[src/rtl/obstacle_mem_arbiter.sv]
// obstacle_mem_arbiter: shares the single-port obstacle RAM between the CPU
// (Avalon-MM slave) and the renderer's burst line-fetch engine. The renderer
// has priority. A starvation counter gives a waiting CPU one slot after
// CPU_SLOT consecutive burst issues.
module obstacle_mem_arbiter #(
  parameter int ADDR_W   = 10,
  parameter int DATA_W   = 32,
  parameter int LEN_W    = 6,
  parameter int CPU_SLOT = 8
) (
  input  logic                clk,
  input  logic                reset,
  // CPU Avalon-MM slave
  input  logic [ADDR_W-1:0]   cpu_address,
  input  logic                cpu_read,
  input  logic                cpu_write,
  input  logic [DATA_W-1:0]   cpu_writedata,
  input  logic [DATA_W/8-1:0] cpu_byteenable,
  output logic                cpu_waitrequest,
  output logic [DATA_W-1:0]   cpu_readdata,
  output logic                cpu_readdatavalid,
  // renderer burst engine
  input  logic                rd_start,
  input  logic [ADDR_W-1:0]   rd_base,
  input  logic [LEN_W-1:0]    rd_len,
  output logic                rd_busy,
  output logic [DATA_W-1:0]   rd_data,
  output logic                rd_valid,
  output logic                rd_done,
  // RAM side
  output logic [ADDR_W-1:0]   mem_address,
  output logic [DATA_W/8-1:0] mem_byteenable,
  output logic                mem_chipselect,
  output logic                mem_write,
  output logic [DATA_W-1:0]   mem_writedata,
  input  logic [DATA_W-1:0]   mem_readdata
);

  localparam int SC_W = $clog2(CPU_SLOT + 1);

  typedef enum logic [1:0] {
    S_IDLE,
    S_BURST,
    S_DRAIN
  } state_t;

  state_t            state_q, state_d;
  logic [ADDR_W-1:0] base_q, base_d;
  logic [LEN_W-1:0]  len_q, len_d;
  logic [LEN_W-1:0]  idx_q, idx_d;
  logic [SC_W-1:0]   starve_q, starve_d;
  logic              cpu_rvalid_q, cpu_rvalid_d;
  logic              rd_valid_q, rd_valid_d;
  logic              rd_done_q, rd_done_d;

  logic              cpu_req;
  logic              cpu_grant;
  logic              burst_issue;

  assign cpu_req = cpu_read | cpu_write;

  // Next-state and grant decision; reset suppresses every grant so the RAM
  // sees nothing while reset is held.
  always_comb begin
    state_d     = state_q;
    base_d      = base_q;
    len_d       = len_q;
    idx_d       = idx_q;
    starve_d    = starve_q;
    rd_done_d   = 1'b0;
    cpu_grant   = 1'b0;
    burst_issue = 1'b0;
    if (!reset) begin
      case (state_q)
        S_IDLE: begin
          cpu_grant = cpu_req;
          starve_d  = '0;
          if (rd_start) begin
            if (rd_len != '0) begin
              base_d  = rd_base;
              len_d   = rd_len;
              idx_d   = '0;
              state_d = S_BURST;
            end else begin
              // Empty burst: complete immediately without touching the RAM.
              rd_done_d = 1'b1;
            end
          end
        end
        S_BURST: begin
          if (cpu_req && (starve_q == SC_W'(CPU_SLOT))) begin
            // Guaranteed CPU slot: the burst pauses for this one cycle.
            cpu_grant = 1'b1;
            starve_d  = '0;
          end else begin
            burst_issue = 1'b1;
            starve_d    = cpu_req ? starve_q + 1'b1 : '0;
            idx_d       = idx_q + 1'b1;
            if (idx_q == len_q - 1'b1) begin
              state_d   = S_DRAIN;
              rd_done_d = 1'b1;
            end
          end
        end
        S_DRAIN: begin
          cpu_grant = cpu_req;
          starve_d  = '0;
          state_d   = S_IDLE;
        end
        default: begin
          state_d = S_IDLE;
        end
      endcase
    end
  end

  // Read-return tags: data arrives one cycle after the address was issued.
  always_comb begin
    cpu_rvalid_d = cpu_grant & cpu_read;
    rd_valid_d   = burst_issue;
  end

  // State register with synchronous reset; abandons any burst in flight.
  always_ff @(posedge clk) begin
    if (reset) begin
      state_q      <= S_IDLE;
      base_q       <= '0;
      len_q        <= '0;
      idx_q        <= '0;
      starve_q     <= '0;
      cpu_rvalid_q <= 1'b0;
      rd_valid_q   <= 1'b0;
      rd_done_q    <= 1'b0;
    end else begin
      state_q      <= state_d;
      base_q       <= base_d;
      len_q        <= len_d;
      idx_q        <= idx_d;
      starve_q     <= starve_d;
      cpu_rvalid_q <= cpu_rvalid_d;
      rd_valid_q   <= rd_valid_d;
      rd_done_q    <= rd_done_d;
    end
  end

  // RAM-side mux: exactly one owner per cycle, all-zero when idle.
  always_comb begin
    mem_address    = '0;
    mem_byteenable = '0;
    mem_chipselect = cpu_grant | burst_issue;
    mem_write      = cpu_grant & cpu_write;
    mem_writedata  = '0;
    if (cpu_grant) begin
      mem_address    = cpu_address;
      mem_byteenable = cpu_byteenable;
      if (cpu_write) begin
        mem_writedata = cpu_writedata;
      end
    end else if (burst_issue) begin
      mem_address    = base_q + ADDR_W'(idx_q);
      mem_byteenable = '1;
    end
  end

  // Master-side outputs; read data is forced to zero outside its valid cycle.
  always_comb begin
    cpu_waitrequest   = cpu_req & ~cpu_grant;
    cpu_readdatavalid = cpu_rvalid_q;
    cpu_readdata      = cpu_rvalid_q ? mem_readdata : '0;
    rd_valid          = rd_valid_q;
    rd_data           = rd_valid_q ? mem_readdata : '0;
    rd_done           = rd_done_q;
    rd_busy           = (state_q != S_IDLE);
  end

endmodule

[config.mk]
export PLATFORM = sky130hd
export DESIGN_NAME = obstacle_mem_arbiter
export DESIGN_NICKNAME = d
export VERILOG_FILES = /design/src/rtl/obstacle_mem_arbiter.sv
export SDC_FILE = /design/constraint.sdc
export NUM_CORES = 1
export LEC_CHECK = 0
export CAP_MARGIN = 20
export CORE_MARGIN = 3
export CORE_UTILIZATION = 34
export CTS_CLUSTER_SIZE = 30
export DETAILED_ROUTE_END_ITERATION = 10
export GPL_ROUTABILITY_DRIVEN = 1
export HOLD_SLACK_MARGIN = 0.05
export PLACE_DENSITY = 0.87
export SYNTH_ARGS = -nofsm -noshare
export SYNTH_HDL_FRONTEND = slang
export SYNTH_SLANG_ARGS = --single-unit
[constraint.sdc]
create_clock -name clk -period 5.3 [get_ports clk]
set_input_delay 1.325 -clock clk [delete_from_list [all_inputs] [get_ports clk]]
set_output_delay 1.325 -clock clk [all_outputs]
set_load 0.03 [all_outputs]
==> out/summary.txt, run 1 <==
vias in the first global route: 2987
Comb pwr share: 0.427
Synth area leaders: dfxtp_1 (25%), and2_1 (25%), a22o_1 (5.4%), ha_1 (5.1%), nand2_1 (4.0%)
Max Slew Vio Count: 0
syn nets: 428
worst setup path class: in -> out
met2 WL: 4.86 mm
crit path cell chain: clkdlybuf4s50_1, nor3b_2, o21ai_0, buf_4, or4_1, nand3_1, clkdlybuf4s50_1
count leader, synth: and2_1
Flop pwr share: 0.314
placed insts: 617
flops & latches, synth: 31
status: finished, final reports clean
hold buffers post-CTS: 0
count of different cell masters after synthesis: 46
PnR Total Power: 852 uW
Clock Power Share: 0.259
global route overflow: 0
Total Nets Final: 638
Lkg Pwr: 0.00195 uW
met1 WL: 3.93 mm
I/O Buffers: 215
largest net degree at the start of global routing: 34
Clock Path Buffers: 2
WHS: 0.503 ns
Internal Power: 566 uW
multi-input logic area: 1720 sq um
RSZ-0062 raised after global routing: false
Post-synth EDFFs: 0
Post-CTS Setup Inserts: 0
clock sinks: 31
Die W: 90.7 um
Slew @ Worst Pin: 0.872 ns
Tcrit/Tclk final: 0.945
htree depth: 2
switching pwr: 287 uW
routed wl met3: 766 um
Antenna Nets Post-Route: 0
Storage cell area: 621 sq um
DRT iter0 DRCs: 67
ant diodes: 0
Residual DRC: 0
layout cell share with drive strength beyond 1: 0.100
CP peak stage delay: 0.67 ns
Die H: 90.7 um
Avg Cell Area, Syn: 7.67 sq um
Area Overhead vs Synth: 92.6%
DR WL/cell: 15.5 um
register area share after synthesis: 0.254
CP Max Fanout: 13
crit path time final: 5.01 ns
Max Cap Violations: 0
Critical Path Sink Type: output pin
Relative slew margins: 0.418
share of the synthesized area in the top cell type: 0.254
Top Metal Used: met4
Buf+Inv Stages, Crit Path: 3
initial antenna violation count: 0
switch share: 0.336
drt total wl: 9.67 mm
Hold Path Class: reg -> reg
Worst Setup Slack, final: 0.289 ns
clock-pin transition on the worst setup and hold timing paths: 0.06 ns
Post-synth ARST share: 0
warnings from Yosys: 0
total die area: 8220 sq um
total number of vias: 3020
CTS tree: done
CP delay by family, top: buffers and inverters
Max Fclk: 0.200 GHz
Startpoint Class: input port
Synth Flop Type: dfxtp_1
IO Count: 216
Synth area leader: dfxtp_1
non-filler cells in the finished layout: 624
Max VDD drop: 0.227 mV
cell area after synthesis: 2440 sq um
Max Clock Skew: 0.00376 ns
critical path arrival: 3.69 ns
post-DR vias/cell: 4.84
Final setup viols: 0
total CTS buffers: 5
DRT Pass-1 Iters: 4
Synth top cells by count: and2_1 (98), dfxtp_1 (31), nand2_1 (26), o21ai_0 (18), nor2_1 (16)
Worst Setup Slack post-DPL: 0.310 ns
worst path required time: 3.97 ns
Fin Setup TNS: 0 ns
core area: 6870 sq um
Root Driver: clkbuf_8
Hold Fails Final Rpt: 0
later-pin clock latency in the skew report: 0.28 ns
CP dominant cell by count: clkdlybuf4s50_1
starting density of the core: 0.355
Core Rows: 30
synthesized instance count: 318
CP max stage cell: clkdlybuf4s50_1
first-pass GRT wire length: 15.1 mm
pwr/cell area: 182 nW/um^2
Final GP Congestion: 0.876
dpl hpwl: 8.16 mm
All-Layer GR Usage: 0.227
Resize count post-CTS: 0
Filler Cells Inserted: 583
-- state kept, by name, summed over array words and instances (netlist names) --
signal and count:
starve_q 4, idx_q 6, rd_done 1, state_q 2, base_q 10, len_q 6, rd_valid 1, cpu_readdatavalid 1
-- cells by family after synthesis --
group                      share of synthesized area
and+or+nand+nor                                0.413
AOI/OAI and AO/OA                              0.172
xor gates and xnor gates                      0.0575
DFF                                            0.254
adders and majority gates                     0.0595
muxes                                        0.00410
buffers and inverters                         0.0390
-- area by class of cell --
| type | count | share of cell area |
|---|---|---|
| multi-input combinational | 262 | 0.367 |
| tap | 96 | 0.0256 |
| sequential | 31 | 0.132 |
| clock buffer | 6 | 0.0155 |
| timing repair buffer | 218 | 0.446 |
| clock inverter | 1 | 0.00639 |
| inverter | 10 | 0.00799 |
-- placed cells by master (no fill, tap or decap), types with 3 or more instances in the layout --
cell type and instances:
a21o_1 4, inv_1 9, ha_1 10, xor2_1 9
nor2_1 16, and2_1 98, clkdlybuf4s50_1 182, nand2_1 26
or4_1 3, buf_4 36, nand3_1 7, a21oi_1 6
clkbuf_8 5, xnor2_1 7, o21ai_0 18, a22o_1 15
or2_2 5, dfxtp_1 31
-- final timing paths --
check | start | to | slack [ns] | cells after the start
min reg2reg | base_q[5] | base_q[5] | 0.50 | 1
min | base_q[5] | base_q[5] | 0.50 | 1
max reg2reg | len_q[0] | state_q[0] | 3.18 | 6
max | reset | mem_address[9] | 0.29 | 7
-- per-stage QoR --
stage	area [sq um]	utilization
floorplan	2440	-
global placement	4590	0.669
detailed placement	4590	0.669
CTS	4700	0.684
global route	4700	0.684
finish	4700	0.684
-- per-layer routing --
metal | global-route usage | vias up
li1 | - | 1495
met1 | 0.261 | 1358
met2 | 0.416 | 158
met3 | 0.0508 | 9
met4 | 0.0676 | 0
met5 | 0 | -
-- power groups by stage --
| stage | Sequential, uW | Clock [uW] | Combinational [uW] |
|---|---|---|---|
| final | 268 | 221 | 364 |
| after global routing | 271 | 231 | 386 |
| after CTS | 268 | 224 | 365 |
| after detailed placement | 273 | 0 | 364 |
| after global placement | 272 | 0 | 358 |
| after floorplan | 264 | 0 | 188 |
(Power assumes the default switching activity.)
==> inputs of run 2 (changes only) <==
--- a/config.mk
+++ b/config.mk
@@ -12,7 +12,7 @@
 export DETAILED_ROUTE_END_ITERATION = 10
 export GPL_ROUTABILITY_DRIVEN = 1
 export HOLD_SLACK_MARGIN = 0.05
-export PLACE_DENSITY = 0.87
+export PLACE_DENSITY = 0.92
 export SYNTH_ARGS = -nofsm -noshare
 export SYNTH_HDL_FRONTEND = slang
 export SYNTH_SLANG_ARGS = --single-unit
==> run 2 against run 1 <==
  * Cell area is 0.99% higher
  * Clock power fell by 21%
  * Sequential cell count unchanged
  * Combinational power is 2% higher
  * Hold slack got worse by 0.0050 ns
  * Global-route usage up 0.33 points
  * Via count rose by 3.0%
  * Register-to-register slack is essentially flat
  * Die area stayed put
  * Routed wire length is essentially flat
  * Total power down 4.9%
  * Clock skew fell by 0.0022 ns
  * Largest power group unchanged
==> out/summary.txt, run 2 (same netlist as run 1, synthesis figures left out) <==
total die area: 8220 sq um (unchanged)
CP dominant cell by count: clkdlybuf4s50_1 (unchanged)
Resize count post-CTS: 0 (unchanged)
drt total wl: 9.67 mm (about the same)
Hold Path Class: reg -> reg (unchanged)
critical path arrival: 3.64 ns (was 3.69 ns)
IO Count: 216 (unchanged)
most common cell after layout, fill and taps aside: clkdlybuf4s50_1 (unchanged)
DRT Pass-1 Iters: 4 (unchanged)
CP max stage cell: clkdlybuf4s50_1 (unchanged)
Hold Fails Final Rpt: 0 (unchanged)
initial antenna violation count: 0 (unchanged)
hold buffers post-CTS: 0 (unchanged)
Area Overhead vs Synth: 94.5% (was 92.6%)
starting density of the core: 0.355 (unchanged)
Lkg Pwr: 0.00196 uW (was 0.00195 uW)
Startpoint Class: input port (unchanged)
CTS tree: done (unchanged)
Most flops, register: base_q (unchanged)
Max Clock Skew: 0.00151 ns (was 0.00376 ns)
dpl hpwl: 8.20 mm (was 8.16 mm)
clock sinks: 31 (unchanged)
Final GP Congestion: 0.842 (was 0.876)
global route overflow: 0 (unchanged)
Post-CTS Setup Inserts: 0 (unchanged)
vias in the first global route: 3079 (was 2987)
Residual DRC: 0 (unchanged)
Die W: 90.7 um (unchanged)
DRT iter0 DRCs: 125 (was 67)
CP peak stage delay: 0.67 ns (about the same)
Die H: 90.7 um (unchanged)
core area: 6870 sq um (unchanged)
min-delay src: base_q[0] (was base_q[5])
Slew @ Worst Pin: 0.872 ns (about the same)
ant diodes: 0 (unchanged)
r2r startpoint: len_q[0] (unchanged)
Total Nets Final: 639 (was 638)
Max Fclk: 0.201 GHz (was 0.200 GHz)
later-pin clock latency in the skew report: 0.28 ns (about the same)
worst path required time: 3.97 ns (about the same)
Buf+Inv Stages, Crit Path: 2 (was 3)
crit path time final: 4.97 ns (was 5.01 ns)
I/O Buffers: 215 (unchanged)
status: finished, final reports clean (unchanged)
CP Max Fanout: 5 (was 13)
All-Layer GR Usage: 0.231 (was 0.227)
Fin Setup TNS: 0 ns (unchanged)
first-pass GRT wire length: 15.4 mm (was 15.1 mm)
Tcrit/Tclk final: 0.937 (was 0.945)
Max Cap Violations: 0 (unchanged)
total number of vias: 3110 (was 3020)
total CTS buffers: 5 (unchanged)
Clock Path Buffers: 2 (unchanged)
layout cell share with drive strength beyond 1: 0.104 (was 0.100)
RSZ-0062 raised after global routing: false (unchanged)
pwr/cell area: 171 nW/um^2 (was 182 nW/um^2)
Max Slew Vio Count: 0 (unchanged)
worst setup path class: in -> out (unchanged)
WHS: 0.498 ns (was 0.503 ns)
DR WL/cell: 15.4 um (was 15.5 um)
Largest register FFs: 10 (unchanged)
Core Rows: 30 (unchanged)
top flop regs: base_q x10, idx_q x6, len_q x6 (unchanged)
commonest non-fill, non-tap cells in the layout: clkdlybuf4s50_1 (181), and2_1 (98), buf_4 (33) (was clkdlybuf4s50_1 (182), and2_1 (98), buf_4 (36))
htree depth: 2 (unchanged)
crit path cell chain: clkdlybuf4s50_1, nor3b_2, o21ai_0, or4_1, nand3_1, clkdlybuf4s50_1 (was clkdlybuf4s50_1, nor3b_2, o21ai_0, buf_4, or4_1, nand3_1, clkdlybuf4s50_1)
Antenna Nets Post-Route: 0 (unchanged)
Relative slew margins: 0.416 (was 0.418)
largest net degree at the start of global routing: 34 (unchanged)
Critical Path Start: reset (unchanged)
Critical Path Sink Type: output pin (unchanged)
clock-pin transition on the worst setup and hold timing paths: 0.06 ns (about the same)
Final setup viols: 0 (unchanged)
CP delay by family, top: buffers and inverters (unchanged)
post-DR vias/cell: 4.97 (was 4.84)
Root Driver: clkbuf_8 (unchanged)
Max VDD drop: 0.157 mV (was 0.227 mV)
## run 2: changes by cell type in the layout (fill, tap and decap cells not counted), sizes merged
cell           before  now
clkbuf              6    7
clkdlybuf4s50     182  181
bufinv              1    0
buf                36   38
clkinv              1    2
## run 2: worst reg2reg max path, cell delays in order (launching register included)
cell      delay, ns
dfxtp_1        0.41
inv_1          0.09
ha_1           0.32
xnor2_1        0.12
or4_1          0.50
a2111o_1       0.36
o32ai_1        0.19
## run 2: routing by layer
layer	wire [um]	part of all wire	track usage
met4	193	0.020	0.0561
met3	848	0.088	0.0675
met5	0	0	0
met1	3590	0.37	0.244
met2	5040	0.52	0.442
## run 2: area by class of cell
class,instances,area [sq um]
timing repair buffer,219,2160
tap,96,120
sequential,31,621
inverter,10,37.5
clock buffer,7,76.3
multi-input combinational,262,1720
clock inverter,1,5.00
fill,560,2130
## run 2: path summary, 6_finish.rpt
path,end,slack (ns),cells after the start
max,mem_address[7],0.33,6
min,base_q[0],0.50,1
max reg2reg,rd_done,3.19,6
min reg2reg,base_q[0],0.50,1
## run 2: per-stage QoR
step / instances / util / setup WS [ns] / area, sq um / power [uW]
floorplan: 318 / - / 1.28 / 2440 / 452
global placement: 618 / 0.679 / 0.385 / 4660 / 635
detailed placement: 618 / 0.679 / 0.337 / 4660 / 642
CTS: 626 / 0.690 / 0.331 / 4740 / 815
global route: 626 / 0.690 / 0.269 / 4740 / 849
finish: 626 / 0.690 / 0.333 / 4740 / 811
## run 2: power by group
group	total [uW]	leakage (uW)	internal, uW	switching (uW)
sequential	267	0.000253	246	21.0
combinational	370	0.00166	186	183
clock	174	0.0000422	91.9	82.1
total	811	0.00196	524	287
